$ cat src/rtl/noc_router_rr.sv
// ---------------------------------------------------------------------------
// noc_router_rr
//
// Three-port (East, West, Local) NoC router tile. Each input port owns a
// DEPTH-entry show-ahead FIFO. Every non-empty head flit is routed by an
// unsigned compare of its destination field against LOCAL_IP. Each output has
// a round-robin arbiter (cyclic order E -> W -> L) followed by a registered
// output stage. A grant is only issued while the downstream full and
// almost_full flags are both low.
//
// Ports
//   clk                           sole clock, rising edge
//   reset                         asynchronous, active-high, clears all state
//   writeE/W/L, dataInE/W/L       input flit pushes into the per-port FIFOs
//   readFullE/W/L                 downstream FIFO full, per output
//   read_almostfullE/W/L          downstream FIFO almost_full, per output
//   dataOutE/W/L, writeOutE/W/L   registered output flits and write strobes
//   fullE/W/L, almost_fullE/W/L   input FIFO status (count==DEPTH, >=DEPTH-1)
//   stat_flits                    forwarded-flit counters {L,W,E}
//
// Optional feature macro: NOC_ROUTER_STATS_EN
//   When defined, adds stat_flits and three saturating STAT_W-bit counters,
//   one per output, that increment on every writeOut load.
// ---------------------------------------------------------------------------
module noc_router_rr #(
    parameter int          WIDTH    = 16,
    parameter int          DEPTH    = 32,
    parameter int          ADDR_W   = 2,
    parameter int unsigned LOCAL_IP = 0,
    parameter int          STAT_W   = 16
) (
    input  logic              clk,
    input  logic              reset,
    input  logic              writeE,
    input  logic              writeW,
    input  logic              writeL,
    input  logic [WIDTH-1:0]  dataInE,
    input  logic [WIDTH-1:0]  dataInW,
    input  logic [WIDTH-1:0]  dataInL,
    input  logic              readFullE,
    input  logic              readFullW,
    input  logic              readFullL,
    input  logic              read_almostfullE,
    input  logic              read_almostfullW,
    input  logic              read_almostfullL,
    output logic [WIDTH-1:0]  dataOutE,
    output logic [WIDTH-1:0]  dataOutW,
    output logic [WIDTH-1:0]  dataOutL,
    output logic              writeOutE,
    output logic              writeOutW,
    output logic              writeOutL,
    output logic              fullE,
    output logic              fullW,
    output logic              fullL,
    output logic              almost_fullE,
`ifdef NOC_ROUTER_STATS_EN
    output logic [3*STAT_W-1:0] stat_flits,
`endif
    output logic              almost_fullW,
    output logic              almost_fullL
);

    localparam int ADDR_BITS = $clog2(DEPTH);
    localparam logic [ADDR_W-1:0] LIP = ADDR_W'(LOCAL_IP);

    // Port index used throughout: 0 = East, 1 = West, 2 = Local.
    localparam logic [1:0] P_E = 2'd0;
    localparam logic [1:0] P_W = 2'd1;
    localparam logic [1:0] P_L = 2'd2;

    // Round-robin pick: first requester strictly after ptr in order 0->1->2->0.
    // Returns {valid, index}. Iterating from the farthest candidate down lets
    // the nearest requester overwrite the result without an early exit.
    function automatic logic [2:0] rr_pick(input logic [2:0] req, input logic [1:0] ptr);
        logic [2:0] res;
        int         c;
        res = 3'b000;
        for (int k = 3; k >= 1; k--) begin
            c = (int'(ptr) + k) % 3;
            if (req[c]) res = {1'b1, 2'(c)};
        end
        return res;
    endfunction

    function automatic logic [STAT_W-1:0] sat_inc(input logic [STAT_W-1:0] v);
        return (&v) ? v : v + STAT_W'(1);
    endfunction

    // ---------------------------------------------------------------- inputs
    logic [WIDTH-1:0]     w_din   [3];
    logic [2:0]           w_wr;
    logic [2:0]           w_dn_full;
    logic [2:0]           w_dn_afull;

    assign w_din[0]   = dataInE;
    assign w_din[1]   = dataInW;
    assign w_din[2]   = dataInL;
    assign w_wr       = {writeL, writeW, writeE};
    assign w_dn_full  = {readFullL, readFullW, readFullE};
    assign w_dn_afull = {read_almostfullL, read_almostfullW, read_almostfullE};

    // ---------------------------------------------------------------- FIFOs
    logic [WIDTH-1:0]     r_mem   [3][DEPTH];
    logic [ADDR_BITS-1:0] r_wptr  [3];
    logic [ADDR_BITS-1:0] r_rptr  [3];
    logic [ADDR_BITS:0]   r_cnt   [3];

    logic [2:0]           w_empty;
    logic [2:0]           w_full;
    logic [2:0]           w_afull;
    logic [2:0]           w_push;
    logic [2:0]           w_pop;
    logic [WIDTH-1:0]     w_head  [3];

    always_comb begin
        for (int p = 0; p < 3; p++) begin
            w_empty[p] = (r_cnt[p] == '0);
            w_full[p]  = (r_cnt[p] == (ADDR_BITS+1)'(DEPTH));
            w_afull[p] = (r_cnt[p] >= (ADDR_BITS+1)'(DEPTH-1));
            // Writes while full are dropped; a write into an empty FIFO is
            // stored and only becomes the head on the following cycle.
            w_push[p]  = w_wr[p] & ~w_full[p];
            w_head[p]  = r_mem[p][r_rptr[p]];
        end
    end

    // Storage carries no reset: an empty FIFO never exposes its contents.
    always_ff @(posedge clk) begin
        for (int p = 0; p < 3; p++) begin
            if (w_push[p]) r_mem[p][r_wptr[p]] <= w_din[p];
        end
    end

    always_ff @(posedge clk or posedge reset) begin
        if (reset) begin
            for (int p = 0; p < 3; p++) begin
                r_wptr[p] <= '0;
                r_rptr[p] <= '0;
                r_cnt[p]  <= '0;
            end
        end else begin
            for (int p = 0; p < 3; p++) begin
                if (w_push[p]) r_wptr[p] <= r_wptr[p] + ADDR_BITS'(1);
                if (w_pop[p])  r_rptr[p] <= r_rptr[p] + ADDR_BITS'(1);
                case ({w_push[p], w_pop[p]})
                    2'b10:   r_cnt[p] <= r_cnt[p] + (ADDR_BITS+1)'(1);
                    2'b01:   r_cnt[p] <= r_cnt[p] - (ADDR_BITS+1)'(1);
                    default: r_cnt[p] <= r_cnt[p];
                endcase
            end
        end
    end

    // ---------------------------------------------------------------- routing
    logic [1:0]           w_route [3];
    logic [ADDR_W-1:0]    w_dest  [3];

    always_comb begin
        for (int p = 0; p < 3; p++) begin
            w_dest[p] = w_head[p][WIDTH-1 -: ADDR_W];
            if (w_dest[p] == LIP)     w_route[p] = P_L;
            else if (w_dest[p] > LIP) w_route[p] = P_E;
            else                      w_route[p] = P_W;
        end
    end

    // ---------------------------------------------------------------- arbitration
    logic [1:0]           r_ptr     [3];
    logic [2:0]           w_req     [3];
    logic [2:0]           w_pick    [3];
    logic [2:0]           w_gnt_vld;
    logic [1:0]           w_gnt_idx [3];

    always_comb begin
        w_pop = 3'b000;
        for (int o = 0; o < 3; o++) begin
            for (int p = 0; p < 3; p++) begin
                w_req[o][p] = ~w_empty[p] & (w_route[p] == 2'(o));
            end
            w_pick[o]    = rr_pick(w_req[o], r_ptr[o]);
            // Downstream almost_full gates the grant so the single flit in
            // flight always has room; full is a redundant hard stop.
            w_gnt_vld[o] = w_pick[o][2] & ~w_dn_full[o] & ~w_dn_afull[o] & ~reset;
            w_gnt_idx[o] = w_pick[o][1:0];
        end
        // Each head routes to one output only, so no input is popped twice.
        for (int o = 0; o < 3; o++) begin
            for (int p = 0; p < 3; p++) begin
                if (w_gnt_vld[o] && (w_gnt_idx[o] == 2'(p))) w_pop[p] = 1'b1;
            end
        end
    end

    // ---------------------------------------------------------------- output stage
    logic [WIDTH-1:0]     r_dout [3];
    logic [2:0]           r_wout;

    always_ff @(posedge clk or posedge reset) begin
        if (reset) begin
            for (int o = 0; o < 3; o++) begin
                r_dout[o] <= '0;
                r_ptr[o]  <= P_L;
            end
            r_wout <= 3'b000;
        end else begin
            for (int o = 0; o < 3; o++) begin
                r_wout[o] <= w_gnt_vld[o];
                if (w_gnt_vld[o]) begin
                    r_dout[o] <= w_head[w_gnt_idx[o]];
                    r_ptr[o]  <= w_gnt_idx[o];
                end
            end
        end
    end

    assign dataOutE     = r_dout[0];
    assign dataOutW     = r_dout[1];
    assign dataOutL     = r_dout[2];
    assign writeOutE    = r_wout[0];
    assign writeOutW    = r_wout[1];
    assign writeOutL    = r_wout[2];
    assign fullE        = w_full[0];
    assign fullW        = w_full[1];
    assign fullL        = w_full[2];
    assign almost_fullE = w_afull[0];
    assign almost_fullW = w_afull[1];
    assign almost_fullL = w_afull[2];

`ifdef NOC_ROUTER_STATS_EN
    // ---------------------------------------------------------------- statistics
    logic [STAT_W-1:0]    r_stat [3];

    always_ff @(posedge clk or posedge reset) begin
        if (reset) begin
            for (int o = 0; o < 3; o++) r_stat[o] <= '0;
        end else begin
            for (int o = 0; o < 3; o++) begin
                if (w_gnt_vld[o]) r_stat[o] <= sat_inc(r_stat[o]);
            end
        end
    end

    assign stat_flits = {r_stat[2], r_stat[1], r_stat[0]};
`endif

endmodule

$ cat config.mk
export PLATFORM = sky130hd
export DESIGN_NAME = noc_router_rr
export DESIGN_NICKNAME = d
export VERILOG_FILES = /design/src/rtl/noc_router_rr.sv
export SDC_FILE = /design/constraint.sdc
export NUM_CORES = 2
export LEC_CHECK = 0
export BUFFER_PORTS_ARGS = -buffer_cell sky130_fd_sc_hd__buf_4
export CORE_ASPECT_RATIO = 1.5
export CORE_MARGIN = 2
export CORE_UTILIZATION = 56
export DETAILED_ROUTE_END_ITERATION = 8
export PLACE_DENSITY = 0.82
export SLEW_MARGIN = 30
export SYNTH_ARGS = -nofsm -noshare
export SYNTH_HDL_FRONTEND = slang
export SYNTH_SLANG_ARGS = --single-unit
export TNS_END_PERCENT = 50
$ cat constraint.sdc
create_clock -name clk -period 4.4 [get_ports clk]
set_clock_uncertainty 0.1 [all_clocks]
set_input_delay 0.44 -clock clk [delete_from_list [all_inputs] [get_ports clk]]
set_output_delay 0.44 -clock clk [all_outputs]
set_load 0.05 [all_outputs]
# Yosys cells after proc, flatten, opt, wreduce, memory -nomap -nowiden
# Memory sizes are Yosys's and may differ from the RTL's.
# Cells that the tools add are included.
[word_totals] regBits=105 input_bits=59 elab_cells=249 mem_count=1 ramBits=1536
[op_classes] n_div=9 n_eq_ne=21 n_bitwise=43 add_sub_neg=21 mux=84 reduce_logical=27 n_lt_le_gt_ge=27
[memory_table] name="r_mem" words=3 word_bits=512 read_ports=3 rd_clocked_by_memory_dff=0 wr=3 line="103" rtl="logic [WIDTH-1:0] r_mem [3][DEPTH];"
[ops] op="$mux W512" n=3
[ops] op="$lt A32 B4 Y1 const B" n=9
[ops] op="$mod A32 B3 Y32 const B" n=9
[ops] op="$bmux W16 S5" n=3
[ops] op="$demux W16 S5" n=3
[ops] op="$mux W16" n=15
[ops] op="$bmux W16 S2" n=3
[ops] op="$ge A6 B6 Y1 const B" n=6
[ops] op="$not A5 Y6" n=6
[ops] op="$pmux W6 S2" n=3
[ops] op="$mux W1" n=33
[ops] op="$add A5 B1 Y5 const B" n=6
[ops] op="$mux W3" n=9
[ops] op="$and A1 B1 Y1" n=21
[ops] op="$add A2 B2 Y3 const B" n=6
[ops] op="$add A6 B1 Y6 const B" n=3
[ops] op="$bmux W1 S2" n=9
[ops] op="$eq A2 B1 Y1 const B" n=9
[ops] op="$eq A2 B2 Y1 const B" n=9
[ops] op="$eq A6 B6 Y1 const B" n=3
[ops] op="$ge A6 B5 Y1 const B" n=3
[ops] op="$logic_not A2 Y1" n=9
[ops] op="$logic_not A6 Y1" n=3
[ops] op="$lt A6 B1 Y1 const B" n=3
[ops] op="other kinds (9)" n=46

# Longest topological paths before layout
[depth] ltp_word=24 depth_mapped=22 mapped_depth_nobuf=19

# Least setup slack after synthesis
# Ideal clock, no wire load.
[synth_path] path_type="register to register" start="register r_rptr[11] (netlist name)" end="register r_cnt[17] (netlist name)" period_less_slack_ns=4.601 path_buffers=1 slack_ns=-0.201 setup_ns=0.125 path_stages_with_launch=20 t_required_ns=4.175 arrival_time_ns=4.375 path_cell_list="dfrtp_1 > buf_6 > mux4_1 > mux4_2 > o32ai_4 > o2111ai_2 > and4b_1 > and2_4 > or3_4 > o22a_4 > inv_1 > ha_1 > ha_1 > a21o_1 > a21oi_1 > o21bai_1 > a21oi_1 > xnor2_1 > nor2_1 > xor2_1"
[synth_between] elab_chain_len=24
[synth_lines] element="start, declared" line="105" rtl="logic [ADDR_BITS-1:0] r_rptr [3];"
[synth_lines] element="start signal, assigned by index" line="144" rtl="if (w_pop[p]) r_rptr[p] <= r_rptr[p] + ADDR_BITS'(1);"
[synth_lines] element="$not A5 Y6 (implied by the code) *" line="123" rtl="w_head[p] = r_mem[p][r_rptr[p]];"
[synth_lines] element="$bmux W16 S5 *" line="123"
[synth_lines] element="$mux W16 (implied by the code) * (2 in a row)" line="123"
[synth_lines] element="$gt A2 B1 Y1" line="162" rtl="else if (w_dest[p] > LIP) w_route[p] = P_E;"
[synth_lines] element="$mux W1" line="162"
[synth_lines] element="$mux W2 *" line="161" rtl="if (w_dest[p] == LIP) w_route[p] = P_L;"
[synth_lines] element="$logic_not A2 Y1" line="178" rtl="w_req[o][p] = ~w_empty[p] & (w_route[p] == 2'(o));"
[synth_lines] element="$and A1 B1 Y1" line="178"
[synth_lines] element="[... 3 more ...]"
[synth_lines] element="$mux W3 (3 in a row)" line="80" rtl="if (req[c]) res = {1'b1, 2'(c)};"
[synth_lines] element="$and A1 B1 Y1 (3 in a row)" line="183" rtl="w_gnt_vld[o] = w_pick[o][2] & ~w_dn_full[o] & ~w_dn_afull[o] & ~reset;"
[synth_lines] element="$logic_and A1 B1 Y1" line="189" rtl="if (w_gnt_vld[o] && (w_gnt_idx[o] == 2'(p))) w_pop[p] = 1'b1;"
[synth_lines] element="$mux W1 (2 in a row)" line="189"
[synth_lines] element="$mux W1 *" line="189"
[synth_lines] element="named net w_pop[0]" line="112" rtl="logic [2:0] w_pop;"
[synth_lines] element="$eq A2 B1 Y1 / $eq A2 B2 Y1 (equally long branches)" line="145" rtl="case ({w_push[p], w_pop[p]})"
[synth_lines] element="$pmux W6 S2 / $reduce_bool A2 Y1 (equally long branches)"
[synth_lines] element="end signal, assigned by index" line="146" rtl="2'b10: r_cnt[p] <= r_cnt[p] + (ADDR_BITS+1)'(1);"
[synth_lines] element="end signal, assigned by index" line="147" rtl="2'b01: r_cnt[p] <= r_cnt[p] - (ADDR_BITS+1)'(1);"
[synth_lines] element="end signal, assigned by index" line="148" rtl="default: r_cnt[p] <= r_cnt[p];"
[synth_lines] element="end, declared" line="106" rtl="logic [ADDR_BITS:0] r_cnt [3];"
# Mark *: on every way through the listed nets, which the timed path passes. The rest lies on a longest branch. The select of a mux whose other input is x is not followed.
# A chain may end at the register's enable or synchronous reset.

# Worst setup path in the final report
# Same ends and word-level chain as after synthesis.

==> flow_summary.json <==
{
  "met3_length_mm": 14.3,
  "max_stage_delay_ns": 0.53,
  "clockPowerShare_pct": 26.5,
  "syn_to_final_growth_pct": 15.5,
  "avgViaCountPerCell": 6.67,
  "status": "finished, violations left",
  "via_count": 33161,
  "tightest_slew_ns": 0.909,
  "cts_tree": "built",
  "critPathCaptureType": "flop",
  "grt_overflow_total": 0,
  "start_util_pct": 56.6,
  "fmax_mhz": 223,
  "antenna_found_initial": 7,
  "grt_pass1_vias": 33814,
  "irDropWorstVdd_mv": 0.684,
  "hold_path.class": "primary input to flop",
  "cts_buffer_depth": 3,
  "wl_mm": 161,
  "rsz0062_at_grt": "yes",
  "synth_area_per_cell_um2": 21.5,
  "synth_top_flop_cell": "edfxtp_1",
  "relSlewSlack_pct": 39.4,
  "ant_nets": 0,
  "cp-startpoint": "r_rptr[11]",
  "cp.arrival_ns": 5.04,
  "comb_power_share_pct": 34.0,
  "dr.pass1.iters": 6,
  "synth-async-reset-ratio_pct": 5.30,
  "wl_met1_mm": 53.5,
  "setup_viol": 2,
  "cp_cell_sequence": "buf_12 > buf_6 > mux4_2 > mux4_2 > nor2_4 > o2111ai_4 > and4b_1 > and2_4 > or3_4 > o22a_4 > inv_2 > ha_4 > ha_4 > a21o_1 > a21oi_2 > o21bai_1 > a21oi_1 > xnor2_1 > nor2_1 > xor2_1",
  "synth_cell_types": 78,
  "nets": 3496,
  "slowest_stage": "mux4_2",
  "p_sw_w": 0.0158,
  "cap_violations": 0,
  "synth_edf_count": 1536,
  "grt_pass1_wl_mm": 232,
  "routedWlPerCell_um": 32.3,
  "top_layer": "met5",
  "slew_viol_final": 0,
  "die-area_mm2": 0.117,
  "synthCells": 2982,
  "crit_type": "flop to flop",
  "ios": 116,
  "r2r_start": "r_rptr[11]",
  "fp.dieH_um": 418,
  "wl_met2_mm": 83.7,
  "nFillCells": 6713,
  "fp.dieW_um": 280,
  "intPower_w": 0.0325,
  "dp_hpwl_mm": 90.3,
  "yosys_warnings": 0,
  "syn-cell-area_mm2": 0.0640,
  "finalWeightedCongestion": 0.883,
  "hold_path.startpoint": "writeW",
  "fin_crit_ns": 4.48,
  "cts_buffers": 147,
  "post-route-period-util_pct": 102,
  "start_kind": "flop",
  "drc_errors": 0,
  "grt_util_all_layers_pct": 27.9,
  "critPathMaxFanout": 5,
  "fin_setup_tns_ns": -0.0998,
  "powerDensity_mw_per_mm2": 652,
  "seq_area_frac_synth_pct": 75.4,
  "dr.first_iter.drc_count": 4445,
  "utilization_pct": 65.3,
  "seq_power_share_pct": 39.5,
  "clock_latency_ns": 0.81,
  "p_leak_nw": 24.1,
  "ys_seq_elements": 1622,
  "cts.sinks": 1622,
  "setup_ws_ns": -0.0818,
  "clkTransAtPathRegs_ns": 0.07,
  "core_mm2": 0.113,
  "drive_above_1_share_pct": 34.4,
  "rows": 151,
  "grt_max_degree": 67,
  "required_ns": 4.96,
  "violations": "negative setup slack",
  "p_sw_share_pct": 32.7,
  "cts-root-buf": "clkbuf_16",
  "port_buffers": 96,
  "hold_viol": 0,
  "cts_max_level": 4
}
==> power groups by stage <==
stage	clock [W]	sequential (W)	combinational, W
3_3_place_gp	0	0.0192	0.0151
5_1_grt	0.0134	0.0191	0.0172
4_1_cts	0.0129	0.0190	0.0160
3_5_place_dp	0	0.0193	0.0154
6_report	0.0128	0.0191	0.0164
2_1_floorplan	0	0.0192	0.00954
==> critical path: cells and delay by family (launching register included) <==
kind	cells	cell delay (ns)
AO/OA/AOI/OAI	6	0.93
XOR/XNOR	2	0.26
adder cells (fa/ha/maj)	2	0.34
buffers and inverters	3	0.32
flip-flops	1	0.51
multiplexers	2	0.93
AND/OR/NAND/NOR	5	0.97
==> metal layers <==
| metal | up-vias | global-route usage, % |
|---|---|---|
| li1 | 13171 | - |
| met1 | 17215 | 34.1 |
| met2 | 2304 | 47.6 |
| met3 | 459 | 5.28 |
| met4 | 12 | 14.5 |
| met5 | - | 0 |
==> what timing repair did <==
action / in CTS / in global routing
hold buffers: 49 / 0
hold endpoints to repair: 1593 / 0
gates resized for setup: 27 / 33
setup endpoints to repair: 16 / 18
pin swaps: 26 / 29
setup buffers: 16 / 13
==> cells by family (layout without fill, tap and decap cells) <==
kind of cell	after synthesis	count (layout)	synth area share (%)
buf+inv	211	729	1.41
xor+xnor	36	36	0.493
compound gates	185	185	1.90
fa+ha+maj	37	37	0.758
flops	1622	1622	75.4
simple gates	345	345	2.50
mux	545	545	17.5
other cells	1	18	0.00586
==> registers in the layout, summed over array words and instances (netlist names) <==
| signal | count |
|---|---|
| r_rptr | 15 |
| dataOutE | 16 |
| r_wout | 2 |
| r_mem | 1536 |
| dataOutL | 16 |
| r_ptr | 4 |
| r_cnt | 18 |
| r_wptr | 15 |
==> cell usage in the layout (no fill, tap or decap), types with 49 or more instances in the layout <==
cell           count
nor2_1            92
nor2_2            77
dlygate4sd3_1     49
mux4_2           450
buf_4            359
edfxtp_1        1536
clkbuf_16        149
mux2i_1           79
dfrtp_1           72
nand2_1           49
==> cell usage after synthesis (10+ instances only) <==
cell type / instances / area [um^2]
o21ai_0: 43 / 215
nand2_1: 49 / 184
nand3_1: 29 / 145
ha_1: 34 / 425
buf_2: 19 / 95.1
mux4_2: 448 / 10100
nor2_1: 178 / 668
nor3_1: 12 / 60.1
buf_1: 27 / 101
clkbuf_1: 103 / 387
xnor2_1: 27 / 236
inv_1: 36 / 135
nand3b_1: 10 / 75.1
buf_4: 19 / 143
mux2i_1: 79 / 791
dfrtp_1: 84 / 2100
a21oi_1: 55 / 275
a31oi_1: 14 / 87.6
edfxtp_1: 1536 / 46100
==> area by class of cell <==
class                           count  area, um^2  area share (%)
Timing Repair Buffer              423        3410            4.61
Inverter                           41         156           0.212
Clock inverter                     86         980            1.32
Tap cell                         1453        1820            2.46
Multi-Input combinational cell   1165       15400            20.9
Antenna cell                        1        2.50         0.00338
Sequential cell                  1622       48300            65.3
Clock buffer                      179        3840            5.19
==> worst paths after layout <==
check	cells past startpoint	endpoint	slack, ns
min reg2reg	1	dataOutL[15]	0.39
max	20	r_cnt[17]	-0.08
min in group asynchronous	3	dataOutE[13]	0.35
min	3	r_wptr[5]	0.10
max in group asynchronous	4	r_ptr[5]	2.94
max reg2reg	20	r_cnt[17]	-0.08
==> per-stage QoR <==
stage	cells	total power, W	hold WS (ns)	instance area (um^2)	setup slack [ns]
after floorplan	2998	0.0288	0.381	64100	-0.0274
after global placement	4625	0.0343	0.373	68000	-0.254
after detailed placement	4625	0.0346	0.374	68100	-0.250
after CTS	4955	0.0479	0.0834	73700	-0.118
after global routing	4969	0.0497	0.118	73900	-0.184
final	4970	0.0482	0.102	73900	-0.0818
No activity file was read; power rests on OpenSTA's default activity.
